`src/rtl/alu_muldiv_if.sv`:
```
// Bus bundle for alu_muldiv: EX-stage operands/opcode in, start/busy/done
// handshake, and the registered result, Zero flag and HI/LO registers out.
interface alu_muldiv_if #(
  parameter int WIDTH = 32
);
  logic             start;
  logic [WIDTH-1:0] entradaA;
  logic [WIDTH-1:0] entradaB;
  logic [3:0]       entradaControl;
  logic             busy;
  logic             done;
  logic [WIDTH-1:0] ALUresult;
  logic             Zero;
  logic [WIDTH-1:0] HI;
  logic [WIDTH-1:0] LO;

  // Control unit / pipeline side: drives the operation, watches the handshake.
  modport master (
    output start, entradaA, entradaB, entradaControl,
    input  busy, done, ALUresult, Zero, HI, LO
  );

  // ALU side.
  modport slave (
    input  start, entradaA, entradaB, entradaControl,
    output busy, done, ALUresult, Zero, HI, LO
  );
endinterface

```
`src/rtl/alu_muldiv.sv`:
```
// Multi-cycle ALU with iterative multiply/divide into internal HI/LO.
//   - 1-cycle MIPS logic/arithmetic ops: result registered at the start edge.
//   - MULTU: shift-add, one multiplier bit per cycle.
//   - DIVU : restoring division, one quotient bit per cycle.
//   - MFHI/MFLO read back the HI/LO registers.
// Optional feature macro: MULDIV_SIGNED_EN adds signed MULT (10) and DIV (11);
// operands are converted to magnitudes on launch and the result is sign-fixed
// on completion. Without it, opcodes 10/11 behave as illegal opcodes.
module alu_muldiv #(
  parameter int WIDTH = 32,
  parameter int CNT_W = 6
) (
  input logic        clk,
  input logic        rst_n,
  alu_muldiv_if.slave bus
);

  localparam logic [3:0] OP_AND   = 4'd0;
  localparam logic [3:0] OP_OR    = 4'd1;
  localparam logic [3:0] OP_ADD   = 4'd2;
  localparam logic [3:0] OP_SUB   = 4'd6;
  localparam logic [3:0] OP_SLT   = 4'd7;
  localparam logic [3:0] OP_MULTU = 4'd8;
  localparam logic [3:0] OP_DIVU  = 4'd9;
  localparam logic [3:0] OP_NOR   = 4'd12;
  localparam logic [3:0] OP_MFHI  = 4'd13;
  localparam logic [3:0] OP_MFLO  = 4'd14;
`ifdef MULDIV_SIGNED_EN
  localparam logic [3:0] OP_MULT  = 4'd10;
  localparam logic [3:0] OP_DIV   = 4'd11;
`endif

  typedef enum logic [1:0] {
    IDLE = 2'd0,
    MUL  = 2'd1,
    DIV  = 2'd2,
    FIN  = 2'd3
  } state_t;

  state_t state, state_nxt;

  // Architectural outputs
  logic [WIDTH-1:0] result_q;
  logic             zero_q;
  logic             done_q;
  logic [WIDTH-1:0] hi_q;
  logic [WIDTH-1:0] lo_q;

  // Iteration working registers: acc_hi/acc_lo hold the partial product
  // (multiply) or partial remainder/quotient (divide); op_b holds the
  // multiplicand or divisor magnitude.
  logic [WIDTH-1:0] acc_hi;
  logic [WIDTH-1:0] acc_lo;
  logic [WIDTH-1:0] op_b;
  logic [CNT_W-1:0] cnt;

`ifdef MULDIV_SIGNED_EN
  logic             op_signed;
  logic             neg_prod_q;
  logic             neg_quo_q;
  logic             neg_rem_q;
`endif

  logic             busy;
  logic             can_accept;
  logic             is_mul;
  logic             is_div;
  logic             last_iter;
  logic             div_by_zero;
  logic             finishing;
  logic [WIDTH-1:0] alu_res;
  logic [WIDTH-1:0] a_mag;
  logic [WIDTH-1:0] b_mag;
  logic [WIDTH:0]   mul_sum;
  logic [WIDTH:0]   div_trial;
  logic [WIDTH-1:0] mul_hi_nxt;
  logic [WIDTH-1:0] mul_lo_nxt;
  logic [WIDTH-1:0] div_hi_nxt;
  logic [WIDTH-1:0] div_lo_nxt;
  logic [WIDTH-1:0] fin_hi;
  logic [WIDTH-1:0] fin_lo;

  assign busy        = (state == MUL) || (state == DIV);
  // FIN is the done cycle; a new op may launch there with no bubble.
  assign can_accept  = (state == IDLE) || (state == FIN);
  assign last_iter   = (cnt == CNT_W'(WIDTH - 1));
  assign div_by_zero = (op_b == '0);
  assign finishing   = ((state == MUL) && last_iter) ||
                       ((state == DIV) && (last_iter || div_by_zero));

  assign bus.busy      = busy;
  assign bus.done      = done_q;
  assign bus.ALUresult = result_q;
  assign bus.Zero      = zero_q;
  assign bus.HI        = hi_q;
  assign bus.LO        = lo_q;

  // Opcode classification and launch-time operand magnitudes.
  always_comb begin
    // NOTE: every always_comb output gets a default first so no path can infer a latch.
    is_mul = (bus.entradaControl == OP_MULTU);
    is_div = (bus.entradaControl == OP_DIVU);
    a_mag  = bus.entradaA;
    b_mag  = bus.entradaB;
`ifdef MULDIV_SIGNED_EN
    op_signed = 1'b0;
    if (bus.entradaControl == OP_MULT) begin
      is_mul    = 1'b1;
      op_signed = 1'b1;
    end
    if (bus.entradaControl == OP_DIV) begin
      is_div    = 1'b1;
      op_signed = 1'b1;
    end
    if (op_signed && bus.entradaA[WIDTH-1]) a_mag = -bus.entradaA;
    if (op_signed && bus.entradaB[WIDTH-1]) b_mag = -bus.entradaB;
`endif
  end

  // Single-cycle result; illegal opcodes (and the long ops) produce 0.
  always_comb begin
    alu_res = '0;
    case (bus.entradaControl)
      OP_AND:  alu_res = bus.entradaA & bus.entradaB;
      OP_OR:   alu_res = bus.entradaA | bus.entradaB;
      OP_ADD:  alu_res = bus.entradaA + bus.entradaB;
      OP_SUB:  alu_res = bus.entradaA - bus.entradaB;
      OP_SLT:  alu_res = {{(WIDTH-1){1'b0}},
                          ($signed(bus.entradaA) < $signed(bus.entradaB))};
      OP_NOR:  alu_res = ~(bus.entradaA | bus.entradaB);
      OP_MFHI: alu_res = hi_q;
      OP_MFLO: alu_res = lo_q;
      default: alu_res = '0;
    endcase
  end

  // One shift-add multiply step and one restoring divide step.
  always_comb begin
    // Multiply: add multiplicand into the upper half when the current
    // multiplier bit (LSB of acc_lo) is set, then shift the pair right.
    mul_sum = {1'b0, acc_hi} + {1'b0, op_b};
    if (acc_lo[0]) begin
      {mul_hi_nxt, mul_lo_nxt} = {mul_sum, acc_lo[WIDTH-1:1]};
    end else begin
      {mul_hi_nxt, mul_lo_nxt} = {1'b0, acc_hi, acc_lo[WIDTH-1:1]};
    end

    // Divide: shift next dividend bit into the remainder, try subtracting
    // the divisor, keep the difference only if it did not go negative.
    div_trial = {acc_hi, acc_lo[WIDTH-1]} - {1'b0, op_b};
    if (!div_trial[WIDTH]) begin
      div_hi_nxt = div_trial[WIDTH-1:0];
    end else begin
      div_hi_nxt = {acc_hi[WIDTH-2:0], acc_lo[WIDTH-1]};
    end
    div_lo_nxt = {acc_lo[WIDTH-2:0], ~div_trial[WIDTH]};
  end

  // Final HI/LO values written on the edge that enters FIN.
  always_comb begin
    if (state == MUL) begin
      fin_hi = mul_hi_nxt;
      fin_lo = mul_lo_nxt;
    end else if (div_by_zero) begin
      // Divide by zero: quotient saturates to all ones, remainder = dividend.
      fin_hi = acc_lo;
      fin_lo = '1;
    end else begin
      fin_hi = div_hi_nxt;
      fin_lo = div_lo_nxt;
    end
`ifdef MULDIV_SIGNED_EN
    if (state == MUL) begin
      if (neg_prod_q) {fin_hi, fin_lo} = -{fin_hi, fin_lo};
    end else begin
      // Remainder follows the dividend sign; negating the dividend magnitude
      // also restores the raw dividend for the divide-by-zero case.
      if (neg_rem_q) fin_hi = -fin_hi;
      if (neg_quo_q && !div_by_zero) fin_lo = -fin_lo;
    end
`endif
  end

  // State register.
  always_ff @(posedge clk) begin
    // NOTE: sequential state uses non-blocking assignments so every flop samples pre-edge values.
    if (!rst_n) state <= IDLE;
    else        state <= state_nxt;
  end

  // Next-state logic.
  always_comb begin
    state_nxt = state;
    case (state)
      IDLE, FIN: begin
        state_nxt = IDLE;
        if (bus.start) begin
          if (is_mul)      state_nxt = MUL;
          else if (is_div) state_nxt = DIV;
        end
      end
      MUL:     if (finishing) state_nxt = FIN;
      DIV:     if (finishing) state_nxt = FIN;
      default: state_nxt = IDLE;
    endcase
  end

  // Datapath: launch, iterate, complete; done is a one-cycle pulse.
  always_ff @(posedge clk) begin
    if (!rst_n) begin
      // NOTE: the iteration registers are reset along with the outputs so an aborted op leaves no stale state behind.
      result_q <= '0;
      zero_q   <= 1'b1;
      done_q   <= 1'b0;
      hi_q     <= '0;
      lo_q     <= '0;
      acc_hi   <= '0;
      acc_lo   <= '0;
      op_b     <= '0;
      cnt      <= '0;
`ifdef MULDIV_SIGNED_EN
      neg_prod_q <= 1'b0;
      neg_quo_q  <= 1'b0;
      neg_rem_q  <= 1'b0;
`endif
    end else begin
      done_q <= 1'b0;
      if (can_accept && bus.start) begin
        if (is_mul || is_div) begin
          acc_hi <= '0;
          acc_lo <= is_mul ? b_mag : a_mag;
          op_b   <= is_mul ? a_mag : b_mag;
          cnt    <= '0;
`ifdef MULDIV_SIGNED_EN
          neg_prod_q <= op_signed && (bus.entradaA[WIDTH-1] ^ bus.entradaB[WIDTH-1]);
          neg_quo_q  <= op_signed && (bus.entradaA[WIDTH-1] ^ bus.entradaB[WIDTH-1]);
          neg_rem_q  <= op_signed && bus.entradaA[WIDTH-1];
`endif
        end else begin
          result_q <= alu_res;
          zero_q   <= (alu_res == '0);
          done_q   <= 1'b1;
        end
      end else if (finishing) begin
        hi_q     <= fin_hi;
        lo_q     <= fin_lo;
        result_q <= fin_lo;
        zero_q   <= (fin_lo == '0);
        done_q   <= 1'b1;
      end else if (busy) begin
        if (state == MUL) begin
          acc_hi <= mul_hi_nxt;
          acc_lo <= mul_lo_nxt;
        end else begin
          acc_hi <= div_hi_nxt;
          acc_lo <= div_lo_nxt;
        end
        cnt <= cnt + CNT_W'(1);
      end
    end
  end

endmodule

```
`src/flat_wrapper.sv`:
```
// flat-port wrapper written by rule: the top's interface ports become plain ports
module alu_muldiv_flat 
#(
  parameter int WIDTH = 32,
  parameter int CNT_W = 6
)
  (clk, rst_n, bus_start, bus_entradaA, bus_entradaB, bus_entradaControl, bus_busy, bus_done, bus_ALUresult, bus_Zero, bus_HI, bus_LO);
  alu_muldiv_if #(.WIDTH(WIDTH)) bus_i ();
  input logic clk;
  input logic rst_n;
  input wire logic [$bits(bus_i.start)-1:0] bus_start;
  input wire logic [$bits(bus_i.entradaA)-1:0] bus_entradaA;
  input wire logic [$bits(bus_i.entradaB)-1:0] bus_entradaB;
  input wire logic [$bits(bus_i.entradaControl)-1:0] bus_entradaControl;
  output wire logic [$bits(bus_i.busy)-1:0] bus_busy;
  output wire logic [$bits(bus_i.done)-1:0] bus_done;
  output wire logic [$bits(bus_i.ALUresult)-1:0] bus_ALUresult;
  output wire logic [$bits(bus_i.Zero)-1:0] bus_Zero;
  output wire logic [$bits(bus_i.HI)-1:0] bus_HI;
  output wire logic [$bits(bus_i.LO)-1:0] bus_LO;
  assign bus_i.start = bus_start;
  assign bus_i.entradaA = bus_entradaA;
  assign bus_i.entradaB = bus_entradaB;
  assign bus_i.entradaControl = bus_entradaControl;
  assign bus_busy = bus_i.busy;
  assign bus_done = bus_i.done;
  assign bus_ALUresult = bus_i.ALUresult;
  assign bus_Zero = bus_i.Zero;
  assign bus_HI = bus_i.HI;
  assign bus_LO = bus_i.LO;
  alu_muldiv #(.WIDTH(WIDTH), .CNT_W(CNT_W)) u_core (.clk(clk), .rst_n(rst_n), .bus(bus_i));
endmodule
```
`config.mk`:
```
export PLATFORM = sky130hd
export DESIGN_NAME = alu_muldiv_flat
export DESIGN_NICKNAME = d
export VERILOG_FILES = /design/src/rtl/alu_muldiv_if.sv /design/src/rtl/alu_muldiv.sv /design/src/flat_wrapper.sv
export SDC_FILE = /design/constraint.sdc
export NUM_CORES = 1
export LEC_CHECK = 0
export BUFFER_PORTS_ARGS = -buffer_cell sky130_fd_sc_hd__buf_4
export CAP_MARGIN = 15
export CORE_ASPECT_RATIO = 1.2
export CORE_MARGIN = 3
export CORE_UTILIZATION = 62
export DETAILED_ROUTE_END_ITERATION = 6
export HOLD_SLACK_MARGIN = 0.08
export PLACE_DENSITY = 0.89
export SETUP_SLACK_MARGIN = 0.02
export SLEW_MARGIN = 20
export SYNTH_ARGS = -nofsm -noshare
export SYNTH_HDL_FRONTEND = slang
export SYNTH_SLANG_ARGS = --single-unit
```
`constraint.sdc`:
```
create_clock -name clk -period 4.65 [get_ports clk]
set_clock_uncertainty 0.1 [all_clocks]
set_input_delay 0.93 -clock clk [delete_from_list [all_inputs] [get_ports clk]]
set_output_delay 0.93 -clock clk [all_outputs]
set_load 0.1 [all_outputs]
```
==> results.md <==
CTS:
- The post-CTS setup repair buffer count is 0.
- The hold buffer count at CTS is 0.
- The clock drives roughly 200 sinks.
- CTS built an H-tree with a depth of 1.
- The clock tree root buffer cell is clkbuf_16.
- The clock latency at the later pin of the worst-skew pair is approximately 0.54 ns.
- TritonCTS built the clock tree.
- Clock-pin slew was measured on the worst setup and hold paths at 0.06 ns.
- After clock tree synthesis, the repair step resized 0 gates.
- Buffers inserted during clock tree synthesis total 23.
- The clock passes through at most 3 buffers.

Drt:
- After detailed routing, the average wire length per cell comes to between 20 and 30 um.
- After detailed routing, the number of vias per cell comes to 7.23.
- The count of vias placed by the detailed router is around 23000.
- The first TritonRoute pass finished after 7 iterations.
- The number of design-rule violations left by the first detailed-router iteration is approximately 4500.
- The number of nets with antenna violations after detailed routing is 0.
- The wire length after detailed routing is roughly 83000 um.
- In the routed design, unresolved DRC markers number 0.

Timing:
- After layout, the minimum clock period comes to 4.45 ns.
- The part of the cycle the worst path needs is about 96%.
- After layout, the worst setup slack is 0.202 ns.
- For the pin with the worst max-slew slack, the measured transition is about 1 ns.
- The final hold violation count is 0.
- The worst slew slack as a fraction of its limit is a little under a third.
- Setup repair after global routing left no endpoint under its margin.
- Setup violations remaining at the end of the flow were counted as 0.
- The number of max-slew violations in the final report was 0.
- Timing would allow up to roughly 0.22 GHz.

Power:
- The portion of total power attributed to sequential cells is between 10% and 20%.
- The analysis attributes to net switching a power of between 10 and 15 mW.
- The worst supply voltage drop on vdd is roughly 0.0025 V.
- The share of total power dissipated in the clock network is a little over a tenth.
- The internal cell power is around 7.2 mW.
- The cell leakage power is about 9.3 nW.
- The share of total power in combinational logic is between 70 and 80%.
- In this run switching power makes up about three fifths of total power.
- The power per unit of standard cell area is slightly above 800 mW/mm2.

Status:
- The flow ran to the end, and the final reports show no timing, DRC or antenna violations.

Flow run:
- The count of maximum capacitance violations is 0.

Yosys:
- After synthesis, the mean cell area works out to 7.25 um2.
- In this run, synthesis inferred 0 flip-flops with an integrated enable.
- After synthesis, the netlist uses 97 different library cells.
- In the synthesized netlist, the number of instances is 2625.
- The number of nets handed over by synthesis was 2875.
- The most used flip-flop cell after synthesis is dfxtp_1.
- The netlist area before placement is between 0.015 and 0.02 mm2.
- For this run, the number of Yosys warnings is 0.
- The synthesized design contains 202 register bits.
- For this run, the register share of the synthesized area comes to a little over a fifth.
- The share of async-settable or async-resettable flops after synthesis is 0%.

Global route:
- The first global-routing pass estimated roughly 130000 um of wire.
- The total global routing overflow is 0.
- Entering global routing, the biggest net connects 97 pins.
- The number of antenna violations at the first check in global routing is 2.
- The combined global-route utilization of all metal layers is between 40% and 50%.
- The via count of the first global-routing pass is approximately 22000.

Floorplanning:
- The top-level I/O count is 170.
- The floorplan step set the die height to 198 um.
- The core region is 0.0300 mm2.
- The die width is between 150 and 200 um.
- The initial cell density of the core is ~63%.
- The die outline area is around 0.033 mm2.
- The count of standard-cell rows is a little under 70.

Placement:
- The number of input and output port buffers inserted is ~170.
- The HPWL after detailed placement is slightly above 60000 um.
- After detailed placement, the total cell area comes to approximately 0.021 mm2.
- The pre-CTS setup slack is -0.209 ns.
- Counting tap cells, the placed design contains a total of about 3100 instances.
- The congestion estimate from routability-driven global placement came to roughly 1.0.

Min path:
- The path class of the lowest-slack min-delay path is register to register.
- In this run the most critical hold path is launched from u_core.bus.ALUresult[2].
- The number of cells traversed by the worst hold path is 2.

Setup path:
- The kind of launch point of the worst setup path is a register.
- The number of cells on the worst reg-to-reg path is 15.
- The sort of element at the end of the critical path is a register.
- The startpoint identified for the worst register-to-register timing path is u_core.op_b[0].
- The arrival time of data at the critical path endpoint is roughly 4.7 ns.
- The required time reported for the critical path endpoint is between 4 and 5 ns.
- The critical path contains buffers and inverters numbering 2 combined.
- The startpoint of the most critical setup path is u_core.op_b[0].
- In this run the number of cells on the critical path is 15.
- The kind of cell with the highest combined delay along the critical path is compound AO/OA/AOI/OAI gates.
- The cell that appears most often on the critical path is a21oi_1.
- The slack of the worst reg-to-reg path is 0.20 ns.
- The slowest stage of the critical path belongs to the cell dfxtp_1.
- The path type of the worst setup path is register to register.
- In this design, the stage delay of the slowest critical-path cell is around 0.44 ns.
- The signal on the critical path passes through ha_1, inv_1, fa_1, a21oi_1, o22ai_1, o31a_1, a32oi_1, a21oi_1, nor4b_1, nand3b_1, buf_12, mux2i_1, a21oi_1, o211ai_1, a21oi_1.
- The largest fanout on the critical path is approximately 60.

Cells and area:
- The fill cell instance count of the final layout is between 2000 and 2500.
- 0 antenna diodes ended up in the layout.
- Registers take between 0.004 and 0.005 mm2.
- Once layout is done, the placed cells without fillers occupy 0.0217 mm2.
- The footprint of the multi-input gates is approximately 0.014 mm2.
- In the layout the commonest cells are nand2_1, a21oi_1, buf_4.
- The layout overhead on the synthesized area is 14.3%.
- The net count of the finished layout is 3000.
- Cells fill between 70% and 80% of the core in the end.
- The number of cells in the finished layout apart from fillers is approximately 3200.
- The leading cell type in the layout, fill and taps excluded is nand2_1.
- The fraction of layout instances using a drive strength above 1 is ~15%.
-- path summary, 6_finish.rpt --
kind / endpoint
max: u_core.bus.HI[11]
min: u_core.bus.ALUresult[2]
max reg2reg: u_core.bus.HI[11]
min reg2reg: u_core.bus.ALUresult[2]
-- metrics by stage --
stage | hold slack [ns] | setup TNS (ns) | power (mW)
global placement | 0.340 | -0.175 | 14.7
CTS | 0.356 | 0 | 17.0
global route | 0.391 | 0 | 18.3
detailed placement | 0.349 | -0.224 | 15.0
floorplan | 0.354 | 0 | 11.6
finish | 0.353 | 0 | 17.6
-- flip-flops by register name, summed over array words and instances (netlist names) --
signal and cells:
u_core.acc_hi 32, u_core.acc_lo 32, u_core.bus.ALUresult 32, u_core.bus.HI 32, u_core.bus.LO 32, u_core.bus.Zero 1, u_core.bus.done 1, u_core.cnt 6
u_core.op_b 32, u_core.state 2
-- power by group through the flow --
stage / clock network [mW] / registers [mW] / logic, mW
2_1_floorplan: 0 / 4.95 / 6.68
3_3_place_gp: 0 / 2.90 / 11.8
3_5_place_dp: 0 / 2.91 / 12.1
4_1_cts: 1.87 / 2.89 / 12.2
5_1_grt: 1.93 / 2.97 / 13.4
6_report: 1.90 / 2.97 / 12.8
-- logic make-up (layout without fill, tap and decap cells) --
family | after synthesis | in the layout | share of synthesized area, %
compound gates | 962 | 962 | 34.3
xor+xnor | 64 | 64 | 2.95
fa+ha+maj | 179 | 179 | 11.9
buf+inv | 337 | 477 | 6.92
flops | 202 | 202 | 21.3
mux | 52 | 52 | 2.76
simple gates | 829 | 829 | 19.9
-- worst min-delay path, cell delays in order, from the launching register on --
cell and delay [ns]:
dfxtp_1 0.31, nand2_1 0.05, a21oi_1 0.05
-- final cells by class --
class,instances,share of cell area (%)
Tap cell,390,2.25
Timing Repair Buffer,278,9.72
Clock inverter,11,0.593
Inverter,159,2.76
Sequential cell,202,18.6
Clock buffer,29,2.89
Multi-Input combinational cell,2086,63.2
-- cells in the mapped netlist (10+ instances only) --
master | instances | area share [%]
nand2_1 | 309 | 6.1
a21oi_1 | 299 | 7.9
nor2_1 | 250 | 4.9
dfxtp_1 | 202 | 21
ha_1 | 175 | 12
o21ai_0 | 166 | 4.4
inv_1 | 157 | 3.1
clkbuf_1 | 144 | 2.8
a211oi_1 | 72 | 2.8
nand3_1 | 61 | 1.6
mux2i_1 | 48 | 2.5
o211ai_1 | 44 | 1.7
xnor2_1 | 44 | 2.0
a21o_1 | 38 | 1.5
o221a_2 | 37 | 2.2
a311oi_1 | 35 | 1.6
nor3_1 | 35 | 0.92
a22oi_1 | 32 | 1.3
nor4_1 | 24 | 0.79
a221oi_1 | 22 | 1.0
o21bai_1 | 22 | 0.87
nand4_1 | 21 | 0.69
and3_1 | 20 | 0.66
xor2_1 | 20 | 0.92
nand2b_1 | 19 | 0.62
nor2b_1 | 19 | 0.62
a31oi_1 | 18 | 0.59
buf_1 | 18 | 0.36
a22o_1 | 15 | 0.69
and2_1 | 15 | 0.49
o21a_1 | 14 | 0.55
a221o_1 | 13 | 0.68
o221ai_1 | 13 | 0.60
or3_1 | 13 | 0.43
o31ai_1 | 12 | 0.47
buf_2 | 11 | 0.29
a32oi_1 | 10 | 0.46
-- metal layers --
layer / track usage [%] / wire, um / share of wire, % / up-vias
li1: - / - / - / 9868
met3: 14.1 / 12100 / 15 / 518
met2: 74.0 / 35200 / 42 / 2061
met5: 0 / 10 / 0.012 / -
met1: 59.9 / 29900 / 36 / 10363
met4: 28.3 / 6160 / 7.4 / 2
No activity file was read; power rests on OpenSTA's default activity.
